`src/rtl/des_key_schedule.sv`:
```
// des_key_schedule
//   Sequential DES key-schedule generator. A single rotating C/D register pair
//   produces the 16 round subkeys, one per valid/ready handshake. They come out
//   in encrypt order (K1..K16) or decrypt order (K16..K1).
//
//   Optional build macro: DES_KEY_PARITY_CHECK_EN
//     Defined   : each key byte must have odd parity. A bad key sets key_err,
//                 generates no schedule and pulses done.
//     Undefined : parity bits are ignored and key_err is tied 0.
//
//   Ports
//     clk          rising-edge clock
//     rst_n        asynchronous active-low reset
//     start        request schedule generation (sampled only in IDLE)
//     key[63:0]    DES key, bit 63 = DES bit 1 (sampled on accepted start)
//     decrypt      0 = K1..K16, 1 = K16..K1 (sampled on accepted start)
//     subkey[47:0] PC-2(C,D), bit 47 = PC-2 bit 1
//     subkey_valid subkey is valid (GEN state)
//     subkey_ready consumer accepts subkey this cycle
//     round_idx    0..15, emission-order index of the current subkey
//     busy         high while the schedule is being emitted
//     done         one-cycle pulse after the 16th subkey is accepted
//     key_err      key parity failure flag
module des_key_schedule (
   input  logic        clk,
   input  logic        rst_n,
   input  logic        start,
   input  logic [63:0] key,
   input  logic        decrypt,
   output logic [47:0] subkey,
   output logic        subkey_valid,
   input  logic        subkey_ready,
   output logic [3:0]  round_idx,
   output logic        busy,
   output logic        done,
   output logic        key_err
);

   localparam logic [1:0] S_IDLE = 2'd0;
   localparam logic [1:0] S_GEN  = 2'd1;
   localparam logic [1:0] S_DONE = 2'd2;

   // Bit n set = round n+1 rotates by 2 (shift table 1,1,2,2,2,2,2,2,1,2,2,2,2,2,2,1).
   localparam logic [15:0] SHIFT2 = 16'h7EFC;

   localparam int unsigned PC1_T [56] = '{
      57, 49, 41, 33, 25, 17,  9,  1, 58, 50, 42, 34, 26, 18,
      10,  2, 59, 51, 43, 35, 27, 19, 11,  3, 60, 52, 44, 36,
      63, 55, 47, 39, 31, 23, 15,  7, 62, 54, 46, 38, 30, 22,
      14,  6, 61, 53, 45, 37, 29, 21, 13,  5, 28, 20, 12,  4};

   localparam int unsigned PC2_T [48] = '{
      14, 17, 11, 24,  1,  5,  3, 28, 15,  6, 21, 10,
      23, 19, 12,  4, 26,  8, 16,  7, 27, 20, 13,  2,
      41, 52, 31, 37, 47, 55, 30, 40, 51, 45, 33, 48,
      44, 49, 39, 56, 34, 53, 46, 42, 50, 36, 29, 32};

   function automatic logic [55:0] pc1(input logic [63:0] k);
      logic [55:0] r;
      r = '0;
      for (int unsigned i = 0; i < 56; i++) r[55-i] = k[64-PC1_T[i]];
      return r;
   endfunction

   function automatic logic [47:0] pc2(input logic [55:0] cd);
      logic [47:0] r;
      r = '0;
      for (int unsigned i = 0; i < 48; i++) r[47-i] = cd[56-PC2_T[i]];
      return r;
   endfunction

   function automatic logic [27:0] rotl(input logic [27:0] x, input logic two);
      return two ? {x[25:0], x[27:26]} : {x[26:0], x[27]};
   endfunction

   function automatic logic [27:0] rotr(input logic [27:0] x, input logic two);
      return two ? {x[1:0], x[27:2]} : {x[0], x[27:1]};
   endfunction

   logic [1:0]  state_q, state_d;
   logic [27:0] c_q, c_d;
   logic [27:0] d_q, d_d;
   logic [3:0]  round_q, round_d;
   logic        dec_q, dec_d;
   logic [55:0] cd_load;
   logic        step_two;

`ifdef DES_KEY_PARITY_CHECK_EN
   logic        err_q, err_d;
   logic        par_bad;

   always_comb begin
      par_bad = 1'b0;
      for (int unsigned b = 0; b < 8; b++) begin
         if (!(^key[8*b +: 8])) par_bad = 1'b1;
      end
   end
`endif

   assign cd_load = pc1(key);

   always_comb begin
      state_d  = state_q;
      c_d      = c_q;
      d_d      = d_q;
      round_d  = round_q;
      dec_d    = dec_q;
      step_two = 1'b0;
`ifdef DES_KEY_PARITY_CHECK_EN
      err_d    = err_q;
`endif
      case (state_q)
         S_IDLE: begin
            if (start) begin
               dec_d   = decrypt;
               round_d = '0;
`ifdef DES_KEY_PARITY_CHECK_EN
               err_d   = par_bad;
               if (par_bad) begin
                  state_d = S_DONE;
               end else
`endif
               begin
                  state_d = S_GEN;
                  // Decrypt starts from CD16, which equals CD0, so no load rotation.
                  if (decrypt) begin
                     c_d = cd_load[55:28];
                     d_d = cd_load[27:0];
                  end else begin
                     c_d = rotl(cd_load[55:28], SHIFT2[0]);
                     d_d = rotl(cd_load[27:0],  SHIFT2[0]);
                  end
               end
            end
         end
         S_GEN: begin
            if (subkey_ready) begin
               if (round_q == 4'd15) begin
                  state_d = S_DONE;
               end else begin
                  round_d = round_q + 4'd1;
                  // Encrypt steps forward by s(n+1); decrypt steps back by s(16-n).
                  if (dec_q) begin
                     step_two = SHIFT2[4'd15 - round_q];
                     c_d      = rotr(c_q, step_two);
                     d_d      = rotr(d_q, step_two);
                  end else begin
                     step_two = SHIFT2[round_q + 4'd1];
                     c_d      = rotl(c_q, step_two);
                     d_d      = rotl(d_q, step_two);
                  end
               end
            end
         end
         S_DONE:  state_d = S_IDLE;
         default: state_d = S_IDLE;
      endcase
   end

   always_ff @(posedge clk or negedge rst_n) begin
      if (!rst_n) begin
         state_q <= S_IDLE;
         c_q     <= '0;
         d_q     <= '0;
         round_q <= '0;
         dec_q   <= 1'b0;
      end else begin
         state_q <= state_d;
         c_q     <= c_d;
         d_q     <= d_d;
         round_q <= round_d;
         dec_q   <= dec_d;
      end
   end

`ifdef DES_KEY_PARITY_CHECK_EN
   always_ff @(posedge clk or negedge rst_n) begin
      if (!rst_n) err_q <= 1'b0;
      else        err_q <= err_d;
   end
   assign key_err = err_q;
`else
   assign key_err = 1'b0;
`endif

   assign subkey       = pc2({c_q, d_q});
   assign subkey_valid = (state_q == S_GEN);
   assign busy         = (state_q == S_GEN);
   assign done         = (state_q == S_DONE);
   assign round_idx    = round_q;

endmodule

```
`config.mk`:
```
export PLATFORM = sky130hd
export DESIGN_NAME = des_key_schedule
export DESIGN_NICKNAME = d
export VERILOG_FILES = /design/src/rtl/des_key_schedule.sv
export SDC_FILE = /design/constraint.sdc
export NUM_CORES = 1
export LEC_CHECK = 0
export CAP_MARGIN = 20
export CELL_PAD_IN_SITES_DETAIL_PLACEMENT = 0
export CELL_PAD_IN_SITES_GLOBAL_PLACEMENT = 1
export CORE_AREA = 2 2 128 255
export CTS_BUF_LIST = sky130_fd_sc_hd__clkbuf_16
export CTS_CLUSTER_SIZE = 28
export DETAILED_ROUTE_END_ITERATION = 12
export DIE_AREA = 0 0 130 257
export PLACE_DENSITY = 0.51
export SLEW_MARGIN = 40
export SYNTH_ARGS = -nofsm -noshare
export SYNTH_HDL_FRONTEND = slang
export SYNTH_SLANG_ARGS = --single-unit
```
`constraint.sdc`:
```
create_clock -name clk -period 2.76 [get_ports clk]
set_input_delay 0.69 -clock clk [delete_from_list [all_inputs] [get_ports clk]]
set_output_delay 0.69 -clock clk [all_outputs]
set_load 0.005 [all_outputs]
```
==> metrics.txt <==
final setup TNS 0 ns; # fillers 3,314; CTS Sinks 63; synthesized instance count 939; CTS Buf Count 9; worst-path maximum fanout 19; CTS root buffer clkbuf_16; die area 0.0334 mm^2; fin crit period 2.51 ns; vias in the first global route 7,810; CP Capture Type output pin; DP HPWL 21.0 mm; drc violations 0; gr ovfl total 0; Post-DP Area 0.00923 mm^2; yosys warns 0; Final Skew 0.00706 ns; Slew HR 43.2%; Core Area 0.0314 mm^2; Layout Area Growth over Synthesis 22.2%; initial antenna violation count 0; number of synthesized flops with an enable pin 0; Initial Util 24.8%; Die Span Y 257 um; Startpoint Class flop; maxcap violations 0; Post-CTS Setup Repair Bufs 0; Nets 1,027; Yosys cell types 39; syn_nets 1,013; final setup vio count 0; top_reg_cell synth dfrtp_1; hold-fix buffers at CTS 0; CTS tree built; Fin. Hold Viols 0; VDD IR max 705 uV; worst-skew pair later-pin latency 0.36 ns; Tcrit/Tclk final 90.8%; RSZ-0062 raised after global routing no; Vias 7,526; PostCTS Resize Cnt 0; Routed WL 30.8 mm; Initial DRC Count 363; largest net degree at the start of global routing 58; row count 92; Die Span X 130 um; Final GP Congestion 0.766; layout cells sized above 1 13.4%; Pre-antenna DRT Iters 5; first-pass GRT wire length 47.1 mm; FF+latch area 0.00158 mm^2; Detail Route Antenna Nets 0; CTS H-tree depth 3; WL/cell 22.3 um; multi-input logic area 0.00539 mm^2; Vias/cell 5.45; I/O pin count 125; fmax 399 MHz; Clock Pin Slew Worst Setup and Hold Paths 0.06 ns; ANT cells 0; most frequent cells in the layout mux2i_1 (113), a21oi_1 (113), clkdlybuf4s50_1 (113), dfrtp_1 (61), nand2_1 (58); #FFs+latches synth 63; Syn Area/Cell 8.31 um^2; total track usage 18.5%; final instance area 0.00954 mm^2; CTS Buffer Depth 2; status complete, no violations; hold crit path type input pin to async pin; measured slew at the worst slew-check pin 0.852 ns; CP Class flop to output pin; critical path data arrival time 1.82 ns; Mapped Area 0.00781 mm^2; power density cells 1320 mW/mm^2; register area share after synthesis 20.2%; port bufs 115; Leak 0.00376 uW; WP data required 2.07 ns; final-report max-slew violation count 0; asr flop ratio synth 100%
-- worst max-delay path: stages (launching register included) --
cell and delay [ns]:
dfrtp_2 0.49, buf_4 0.25, nor2_1 0.18, clkdlybuf4s50_1 0.53
-- cell type report --
| type | instances | area share [%] |
|---|---|---|
| inverter | 6 | 0.236 |
| clock inverter | 7 | 0.839 |
| multi-input combinational | 714 | 56.5 |
| timing repair buffer | 159 | 17.9 |
| sequential | 63 | 16.6 |
| tap | 423 | 5.55 |
| clock buffer | 9 | 2.36 |
-- power by group --
| group | switching [uW] | internal (uW) | leakage [uW] |
|---|---|---|---|
| sequential | 973 | 1360 | 0.000799 |
| combinational | 4820 | 4150 | 0.00281 |
| clock | 497 | 778 | 0.000157 |
-- per-layer routing --
layer | routed length (um) | part of all wire [%] | GRT usage, % | vias to the layer above
li1 | - | - | - | 3581
met1 | 11500 | 37 | 19.9 | 3710
met2 | 17600 | 57 | 35.7 | 183
met3 | 911 | 3.0 | 2.27 | 52
met4 | 862 | 2.8 | 6.96 | 0
met5 | 0 | 0 | 0 | -
-- synth_stat cells (6+ instances only) --
cell type,n,share of area [%]
o41ai_2,50,10
nand2_1,60,2.9
dfrtp_1,63,20
nor2b_1,58,4.6
a211oi_1,54,5.2
o211ai_1,54,5.2
mux2i_1,115,15
a21boi_0,53,5.1
nand3_1,54,3.5
a31oi_1,54,4.3
buf_4,51,4.9
nor2_1,8,0.38
inv_1,6,0.29
a21oi_1,113,7.2
buf_2,20,1.3
clkbuf_1,75,3.6
-- flip-flops by register name (all words and copies together), names as in the netlist --
name and flops:
c_q 28, d_q 28, round_idx 4, state_q 2
dec_q 1
-- worst paths after layout --
kind                                     startpoint                      to  slack, ns  cells past startpoint
min in group clk             state_q[1]$_DFFE_PN0P_  state_q[0]$_DFFE_PN0P_       0.50                      1
max in group asynchronous                     rst_n       dec_q$_DFFE_PN0P_       1.86                      2
min                                           rst_n     c_q[22]$_DFFE_PN0P_       0.27                      1
min reg2reg                  state_q[1]$_DFFE_PN0P_  state_q[0]$_DFFE_PN0P_       0.50                      1
max reg2reg                round_idx[0]$_DFFE_PN0P_      c_q[3]$_DFFE_PN0P_       0.28                      9
max                          state_q[0]$_DFFE_PN0P_                    done       0.25                      3
-- cell families after synthesis --
| logic type | synth area share, % |
|---|---|
| AO/OA/AOI/OAI | 39.1 |
| AND/OR/NAND/NOR | 12.3 |
| buffers and inverters | 11.7 |
| multiplexers | 15.5 |
| flip-flops | 20.2 |
| adder cells (fa/ha/maj) | 0.946 |
| XOR/XNOR | 0.224 |
| other | 0.0480 |
-- per-stage QoR --
step	total power [uW]	utilization (%)	setup WS, ns	hold slack, ns	instances
global placement	11300	29.4	0.0342	0.503	1365
CTS	12700	30.4	0.231	0.263	1381
finish	12600	30.4	0.255	0.269	1381
detailed placement	11400	29.4	0.0188	0.493	1365
global route	13500	30.4	0.0929	0.265	1381
floorplan	8720	-	0.665	0.394	939
(Power assumes the default switching activity.)
